**src/rtl/mem_interface_pkg.sv**
```systemverilog
// rtl/mem_interface_pkg.sv - shared memory-op codes, FSM encoding and bus width defaults
package mem_interface_pkg;

  localparam int MEM_ADDR_W = 16;
  localparam int MEM_DATA_W = 8;

  typedef enum logic [2:0] {
    MEM_NONE  = 3'b000,
    MEM_WRITE = 3'b001,
    MEM_READ  = 3'b010,
    MEM_FETCH = 3'b100
  } mem_op_e;

  typedef enum logic [1:0] {
    ST_IDLE  = 2'd0,
    ST_ISSUE = 2'd1,
    ST_WAIT  = 2'd2,
    ST_DONE  = 2'd3
  } mem_state_e;

  // Only the three one-hot codes start a RAM access.
  function automatic logic is_access_op(input logic [2:0] op);
    return (op == MEM_FETCH) || (op == MEM_READ) || (op == MEM_WRITE);
  endfunction

endpackage

```
**src/rtl/mem_interface_if.sv**
```systemverilog
// rtl/mem_interface_if.sv - single-port RAM access bus between mem_interface and the RAM
interface mem_interface_if import mem_interface_pkg::*; #(
  parameter int ADDR_W = MEM_ADDR_W,
  parameter int DATA_W = MEM_DATA_W
) ();

  logic [ADDR_W-1:0] ram_addr;
  logic [DATA_W-1:0] ram_wdata;
  logic              ram_en;
  logic              ram_we;
  logic [DATA_W-1:0] ram_rdata;
  logic              ram_ready;

  modport master (
    output ram_addr, ram_wdata, ram_en, ram_we,
    input  ram_rdata, ram_ready
  );

  modport slave (
    input  ram_addr, ram_wdata, ram_en, ram_we,
    output ram_rdata, ram_ready
  );

endinterface

```
**src/rtl/mem_wait_timer.sv**
```systemverilog
// rtl/mem_wait_timer.sv - saturating WAIT-state timeout counter with load, count and expire
module mem_wait_timer #(
  parameter int TIMEOUT = 2
) (
  input  logic clk,
  input  logic rst_n,
  input  logic load_i,
  input  logic count_i,
  output logic expire_o
);

  localparam int CNT_W = $clog2(TIMEOUT + 1);

  logic [CNT_W-1:0] cnt_q;
  logic [CNT_W-1:0] cnt_d;

  always_comb begin
    cnt_d = cnt_q;
    if (load_i) begin
      cnt_d = '0;
    end else if (count_i && (cnt_q != CNT_W'(TIMEOUT))) begin
      cnt_d = cnt_q + 1'b1;
    end
  end

  // Expire on the cycle whose increment would bring the count up to TIMEOUT.
  assign expire_o = count_i && (cnt_q == CNT_W'(TIMEOUT - 1));

  always_ff @(posedge clk or negedge rst_n) begin
    if (!rst_n) begin
      cnt_q <= '0;
    end else begin
      cnt_q <= cnt_d;
    end
  end

endmodule

```
**src/rtl/mem_interface.sv**
```systemverilog
// rtl/mem_interface.sv - microinstruction memory-field responder: FETCH/READ/WRITE against the RAM
module mem_interface import mem_interface_pkg::*; #(
  parameter int ADDR_W  = MEM_ADDR_W,
  parameter int DATA_W  = MEM_DATA_W,
  parameter int PC_W    = 8,
  parameter int TIMEOUT = 2
) (
  input  logic               clk,
  input  logic               rst_n,
  input  logic               mir_strobe_i,
  input  logic [2:0]         mem_op_i,
  input  logic [PC_W-1:0]    pc_i,
  input  logic [ADDR_W-1:0]  ar_i,
  input  logic [DATA_W-1:0]  dr_in_i,
  input  logic               err_clr_i,
  mem_interface_if.master    ram_if,
  output logic [DATA_W-1:0]  mbru_o,
  output logic [DATA_W-1:0]  mbr_data_o,
  output logic               busy_o,
  output logic               done_o,
  output logic               err_illegal_o,
  output logic               err_overrun_o,
  output logic               err_timeout_o
);

  mem_state_e        state_q;
  mem_op_e           op_q;
  logic [ADDR_W-1:0] addr_q;
  logic [DATA_W-1:0] wdata_q;
  logic              ram_en_q;
  logic              ram_we_q;
  logic [DATA_W-1:0] mbru_q;
  logic [DATA_W-1:0] mbr_data_q;
  logic              busy_q;
  logic              done_q;
  logic              err_illegal_q, err_illegal_d;
  logic              err_overrun_q, err_overrun_d;
  logic              err_timeout_q, err_timeout_d;
  logic              timer_expire;
  logic              illegal_evt, overrun_evt, timeout_evt;

  mem_wait_timer #(
    .TIMEOUT (TIMEOUT)
  ) u_wait_timer (
    .clk      (clk),
    .rst_n    (rst_n),
    .load_i   (state_q == ST_ISSUE),
    .count_i  ((state_q == ST_WAIT) && !ram_if.ram_ready),
    .expire_o (timer_expire)
  );

  // A new error event beats a simultaneous clear.
  always_comb begin
    illegal_evt   = (state_q == ST_IDLE) && mir_strobe_i &&
                    (mem_op_i != MEM_NONE) && !is_access_op(mem_op_i);
    overrun_evt   = (state_q != ST_IDLE) && mir_strobe_i;
    timeout_evt   = (state_q == ST_WAIT) && !ram_if.ram_ready && timer_expire;
    err_illegal_d = illegal_evt || (err_illegal_q && !err_clr_i);
    err_overrun_d = overrun_evt || (err_overrun_q && !err_clr_i);
    err_timeout_d = timeout_evt || (err_timeout_q && !err_clr_i);
  end

  always_ff @(posedge clk or negedge rst_n) begin
    if (!rst_n) begin
      err_illegal_q <= 1'b0;
      err_overrun_q <= 1'b0;
      err_timeout_q <= 1'b0;
    end else begin
      err_illegal_q <= err_illegal_d;
      err_overrun_q <= err_overrun_d;
      err_timeout_q <= err_timeout_d;
    end
  end

  always_ff @(posedge clk or negedge rst_n) begin
    if (!rst_n) begin
      state_q    <= ST_IDLE;
      op_q       <= MEM_NONE;
      addr_q     <= '0;
      wdata_q    <= '0;
      ram_en_q   <= 1'b0;
      ram_we_q   <= 1'b0;
      mbru_q     <= '0;
      mbr_data_q <= '0;
      busy_q     <= 1'b0;
      done_q     <= 1'b0;
    end else begin
      ram_en_q <= 1'b0;
      ram_we_q <= 1'b0;
      done_q   <= 1'b0;
      case (state_q)
        ST_IDLE: begin
          if (mir_strobe_i && is_access_op(mem_op_i)) begin
            op_q     <= mem_op_e'(mem_op_i);
            addr_q   <= (mem_op_i == MEM_FETCH) ? ADDR_W'(pc_i) : ar_i;
            wdata_q  <= dr_in_i;
            ram_en_q <= 1'b1;
            ram_we_q <= (mem_op_i == MEM_WRITE);
            busy_q   <= 1'b1;
            state_q  <= ST_ISSUE;
          end
        end
        ST_ISSUE: state_q <= ST_WAIT;
        ST_WAIT: begin
          if (ram_if.ram_ready) begin
            if (op_q == MEM_FETCH) begin
              mbru_q <= ram_if.ram_rdata;
            end else if (op_q == MEM_READ) begin
              mbr_data_q <= ram_if.ram_rdata;
            end
            done_q  <= 1'b1;
            state_q <= ST_DONE;
          end else if (timer_expire) begin
            busy_q  <= 1'b0;
            state_q <= ST_IDLE;
          end
        end
        ST_DONE: begin
          busy_q  <= 1'b0;
          state_q <= ST_IDLE;
        end
        default: begin
          busy_q  <= 1'b0;
          state_q <= ST_IDLE;
        end
      endcase
    end
  end

  assign ram_if.ram_addr  = addr_q;
  assign ram_if.ram_wdata = wdata_q;
  assign ram_if.ram_en    = ram_en_q;
  assign ram_if.ram_we    = ram_we_q;
  assign mbru_o           = mbru_q;
  assign mbr_data_o       = mbr_data_q;
  assign busy_o           = busy_q;
  assign done_o           = done_q;
  assign err_illegal_o    = err_illegal_q;
  assign err_overrun_o    = err_overrun_q;
  assign err_timeout_o    = err_timeout_q;

endmodule
```
**src/flat_wrapper.sv**
```systemverilog
// flat-port wrapper written by rule: the top's interface ports become plain ports
module mem_interface_flat import mem_interface_pkg::*;
#(
  parameter int ADDR_W  = MEM_ADDR_W,
  parameter int DATA_W  = MEM_DATA_W,
  parameter int PC_W    = 8,
  parameter int TIMEOUT = 2
)
  (clk, rst_n, mir_strobe_i, mem_op_i, pc_i, ar_i, dr_in_i, err_clr_i, mbru_o, mbr_data_o, busy_o, done_o, err_illegal_o, err_overrun_o, err_timeout_o, ram_if_ram_addr, ram_if_ram_wdata, ram_if_ram_en, ram_if_ram_we, ram_if_ram_rdata, ram_if_ram_ready);
  mem_interface_if #(.ADDR_W(ADDR_W), .DATA_W(DATA_W)) ram_if_i ();
  input  logic clk;
  input  logic rst_n;
  input  logic mir_strobe_i;
  input  logic [2:0] mem_op_i;
  input  logic [PC_W-1:0] pc_i;
  input  logic [ADDR_W-1:0] ar_i;
  input  logic [DATA_W-1:0] dr_in_i;
  input  logic err_clr_i;
  output logic [DATA_W-1:0] mbru_o;
  output logic [DATA_W-1:0] mbr_data_o;
  output logic busy_o;
  output logic done_o;
  output logic err_illegal_o;
  output logic err_overrun_o;
  output logic err_timeout_o;
  output wire logic [$bits(ram_if_i.ram_addr)-1:0] ram_if_ram_addr;
  output wire logic [$bits(ram_if_i.ram_wdata)-1:0] ram_if_ram_wdata;
  output wire logic [$bits(ram_if_i.ram_en)-1:0] ram_if_ram_en;
  output wire logic [$bits(ram_if_i.ram_we)-1:0] ram_if_ram_we;
  input wire logic [$bits(ram_if_i.ram_rdata)-1:0] ram_if_ram_rdata;
  input wire logic [$bits(ram_if_i.ram_ready)-1:0] ram_if_ram_ready;
  assign ram_if_ram_addr = ram_if_i.ram_addr;
  assign ram_if_ram_wdata = ram_if_i.ram_wdata;
  assign ram_if_ram_en = ram_if_i.ram_en;
  assign ram_if_ram_we = ram_if_i.ram_we;
  assign ram_if_i.ram_rdata = ram_if_ram_rdata;
  assign ram_if_i.ram_ready = ram_if_ram_ready;
  mem_interface #(.ADDR_W(ADDR_W), .DATA_W(DATA_W), .PC_W(PC_W), .TIMEOUT(TIMEOUT)) u_core (.clk(clk), .rst_n(rst_n), .mir_strobe_i(mir_strobe_i), .mem_op_i(mem_op_i), .pc_i(pc_i), .ar_i(ar_i), .dr_in_i(dr_in_i), .err_clr_i(err_clr_i), .ram_if(ram_if_i), .mbru_o(mbru_o), .mbr_data_o(mbr_data_o), .busy_o(busy_o), .done_o(done_o), .err_illegal_o(err_illegal_o), .err_overrun_o(err_overrun_o), .err_timeout_o(err_timeout_o));
endmodule
```
**config.mk**
```make
export PLATFORM = sky130hd
export DESIGN_NAME = mem_interface_flat
export DESIGN_NICKNAME = d
export VERILOG_FILES = /design/src/rtl/mem_interface_pkg.sv /design/src/rtl/mem_interface_if.sv /design/src/rtl/mem_wait_timer.sv /design/src/rtl/mem_interface.sv /design/src/flat_wrapper.sv
export SDC_FILE = /design/constraint.sdc
export NUM_CORES = 1
export LEC_CHECK = 0
export BUFFER_PORTS_ARGS = -buffer_cell sky130_fd_sc_hd__buf_2
export CAP_MARGIN = 20
export CORE_UTILIZATION = 43
export DETAILED_ROUTE_END_ITERATION = 8
export PLACE_DENSITY_LB_ADDON = 0.08
export SLEW_MARGIN = 20
export SYNTH_ARGS = -nofsm -noshare
export SYNTH_HDL_FRONTEND = slang
export SYNTH_SLANG_ARGS = --single-unit
```
**constraint.sdc**
```tcl
create_clock -name clk -period 1.7 [get_ports clk]
set_input_delay 0.17 -clock clk [delete_from_list [all_inputs] [get_ports clk]]
set_output_delay 0.17 -clock clk [all_outputs]
set_load 0.02 [all_outputs]
```
==> qor.log <==
[final_layout] area taken by flip-flops and latches 0.00135 mm²
[grt] antenna violations before repair 0
[timing] minimum clock period after layout 1.66 ns
[die] number of ports placed on the die boundary 95
[final_layout] fill count 462
[final_layout] post-synthesis to final-layout area growth 32.2%
[logic_synthesis] Syn. warnings 0
[grt] first-pass GRT wire length 8.17 mm
[logic_synthesis] average footprint of a synthesized cell 14.1 µm²
[logic_synthesis] nets in the synthesized netlist 221
[timing] FMAX 603 MHz
[clock_network] clock tree from TritonCTS done
[detailed_routing] aggregate routed wire length 4.64 mm
[setup_path] kind of start point of the critical path register
[timing] number of slew-limit violations in the final report 0
[clock_network] Inserted Clock Buffers 5
[placed_design] weighted congestion reported at the end of routability-driven placement 0.696
[final_layout] antenna fix cells 0
[logic_synthesis] post-synthesis adder-cell area fraction 1.46%
[die] Die Area 0.00589 mm²
[logic_synthesis] synth unique cells 28
[detailed_routing] average detailed-routed wire length per instance 13.4 µm
[setup_path] CP Max Fanout 8
[clock_network] worst skew pair latency 0.31 ns
[setup_path] endpoint arrival time on the critical path 1.86 ns
[detailed_routing] mean number of vias per cell 4.81
[timing] RSZ-0062 raised after global routing yes
[clock_network] CTS H-Tree Depth 2
[timing] total of endpoints with negative setup slack in the final report 0
[timing] worst clock skew on the final layout 0.00512 ns
[die] core region area 0.00524 mm²
[logic_synthesis] gate count of the mapped netlist 171
[clock_network] Max clock buf depth 2
[clock_network] CTS clock-pin slew for the worst setup and hold paths 0.10 ns
[power_and_ir_drop] cell leakage power 1.65 nW
[setup_path] WP data required 1.90 ns
[power_and_ir_drop] maximum ir drop on the vdd rail 0.000754 V
[placed_design] Port Buffer Count 94
[power_and_ir_drop] final total power 5.30 mW
[logic_synthesis] synthesized flop and latch total 54
[timing] worst slew margin relative to its limit 80.9%
[logic_synthesis] simple-gate share of the synthesized area 7.65%
[detailed_routing] first-pass iteration count of the detailed router 4
[grt] via count of the first global-routing pass 1,689
[detailed_routing] # DRC 0
[detailed_routing] Vias 1,663
[logic_synthesis] cell types with the largest area share after synthesis dfrtp_1 (56%), mux2_2 (19%), mux2_4 (5.0%)
[final_layout] net count of the finished layout 325
[logic_synthesis] fraction of the yosys area taken by sequential cells 56.2%
[final_layout] share of post-route cells with drive strength above 1 61.2%
[detailed_routing] number of antenna-violating nets in the routed design 0
[logic_synthesis] Synth top area share 56.2%
[die] Initial Utilization 45.9%
[status] run status finished clean
[run] maximum capacitance violations 0
[grt] Remaining Overflow, GRT 0
[logic_synthesis] Synth Cell Area 0.00240 mm²
[grt] largest net degree at the start of global routing 55
[timing] Hold Vio Cnt, Final 0
[die] Die H 76.8 µm
[clock_network] root buffer cell clkbuf_8
[logic_synthesis] multiplexer area fraction after synthesis 23.7%
[min_path] worst min-delay path category input pin to register
[setup_path] type of the setup path with the least slack register to register
[clock_network] total setup buffers inserted after CTS 0
[logic_synthesis] biggest area consumer among synthesized cells dfrtp_1
[final_layout] multi-input gate area in the final layout 955 µm²
[timing] Fin Hold WS 0.0859 ns
[detailed_routing] Initial DRC Count 44
[placed_design] DP HPWL 3.38 mm
[logic_synthesis] largest family of logic cells by synthesized area multiplexers
[grt] GRT Total Usage 17.6%
[timing] ratio of final minimum period to clock period 97.6%
[logic_synthesis] area fraction in compound gates after synthesis 5.99%
[die] Site Rows 26
[logic_synthesis] xor/xnor share of the synthesized area 0.729%
[power_and_ir_drop] pwr dens 1670 mW/mm²
[die] Die Wd 76.8 µm
[clock_network] TritonCTS sink count 54
[timing] pin slew with the least headroom to its limit 0.283 ns
[setup_path] capturing element type of the critical path register
path summary, 6_finish.rpt:
path	startpoint	to	slack, ns	cells past startpoint
max in group asynchronous	rst_n	u_core.done_o	1.09	3
worst max-delay path	u_core.state_q[0]	u_core.mbru_o[1]	0.04	3
worst min-delay path	dr_in_i[5]	u_core.ram_if.ram_wdata[5]	0.09	2
worst min register to register	u_core.busy_o	u_core.busy_o	0.49	1
min in group asynchronous	rst_n	u_core.err_timeout_o	0.38	3
worst max register to register	u_core.state_q[0]	u_core.mbru_o[1]	0.04	3
timing repair:
action	4_1_cts	5_1_grt
gates resized for setup	0	3
setup endpoints to repair	0	28
hold endpoints to repair	54	0
hold buffers	1	0
metal layers:
metal / part of all wire [%] / up-vias / GRT usage [%]
li1: - / 805 / -
met1: 42 / 803 / 21.4
met2: 50 / 48 / 29.1
met3: 6.1 / 7 / 5.60
met4: 1.6 / 0 / 6.35
met5: 0 / - / 0
sequential cells by signal, indices dropped and copies added (netlist names):
signal                     cells
u_core.ram_if.ram_addr        16
u_core.mbr_data_o              8
u_core.mbru_o                  8
u_core.ram_if.ram_wdata        8
u_core.op_q                    3
u_core.state_q                 2
u_core.u_wait_timer.cnt_q      2
u_core.busy_o                  1
u_core.done_o                  1
u_core.err_illegal_o           1
u_core.err_overrun_o           1
u_core.err_timeout_o           1
u_core.ram_if.ram_en           1
u_core.ram_if.ram_we           1
report_power, final:
part	internal [mW]	switching, mW	leakage (nW)
Combinational	1.02	1.17	0.904
Clock	0.590	0.420	0.0683
Sequential	1.82	0.283	0.677
per-stage QoR:
step                      cell area [µm²]  setup WS [ns]  util [%]  cells  setup TNS, ns
after floorplan                      2410        0.00383         -    171              0
after global placement               3020         0.0431      57.6    337              0
after detailed placement             3020         0.0279      57.6    337              0
after CTS                            3170         0.0261      60.4    346              0
after global routing                 3180        -0.0101      60.7    346        -0.0329
final                                3180         0.0406      60.7    346              0
Yosys cell counts:
master / count
a21oi_1: 2
or4b_1: 1
nand2_1: 5
a22o_1: 5
buf_4: 1
maj3_1: 1
nand3b_2: 1
ha_1: 2
or4b_4: 1
o32ai_1: 1
buf_6: 3
inv_2: 1
and3_1: 1
o21ai_0: 6
nor3b_4: 2
a21o_1: 4
o211ai_2: 1
dfrtp_1: 54
nand2b_1: 2
xor2_1: 2
o41ai_1: 1
nor2_1: 3
inv_1: 7
nor2b_1: 9
buf_2: 6
nor4_1: 1
mux2_4: 8
mux2_2: 40
cells in the final DEF (no fill, tap or decap):
master / n
o41ai_1: 1
and3_1: 1
buf_12: 3
o211ai_2: 1
buf_4: 7
dfrtp_1: 54
bufinv_16: 2
mux2_4: 8
dlygate4sd3_1: 1
inv_2: 1
xor2_1: 2
nor2b_1: 9
o21ai_0: 6
nand2b_1: 2
or4b_4: 2
buf_2: 94
mux2_2: 40
buf_6: 2
nor3b_4: 2
a21o_1: 4
nor2_1: 3
maj3_1: 1
o32ai_1: 1
inv_1: 7
ha_1: 2
a22o_1: 5
clkinv_4: 1
nand2_1: 5
nand3b_2: 1
nor4_1: 1
clkbuf_8: 5
a21oi_1: 2
layout make-up:
type | count | share of cell area, %
Clock buffer | 5 | 2.17
Clock inverter | 3 | 2.17
Inverter | 8 | 0.945
Multi-Input combinational cell | 99 | 30.1
Sequential cell | 54 | 42.5
Tap cell | 70 | 2.76
Timing Repair Buffer | 107 | 19.4
worst max-delay path, cell delays in order, from the launching register on:
cell	delay [ns]
dfrtp_1	0.39
nand3b_2	0.23
or4b_4	0.60
mux2_4	0.33
kinds of logic (layout without fill, tap and decap cells):
group | count (synthesis) | after routing
muxes | 48 | 48
xor gates and xnor gates | 2 | 2
AOI/OAI and AO/OA | 20 | 20
DFF | 54 | 54
adders and majority gates | 3 | 3
buffers and inverters | 18 | 123
and+or+nand+nor | 26 | 26
(Power assumes the default switching activity.)
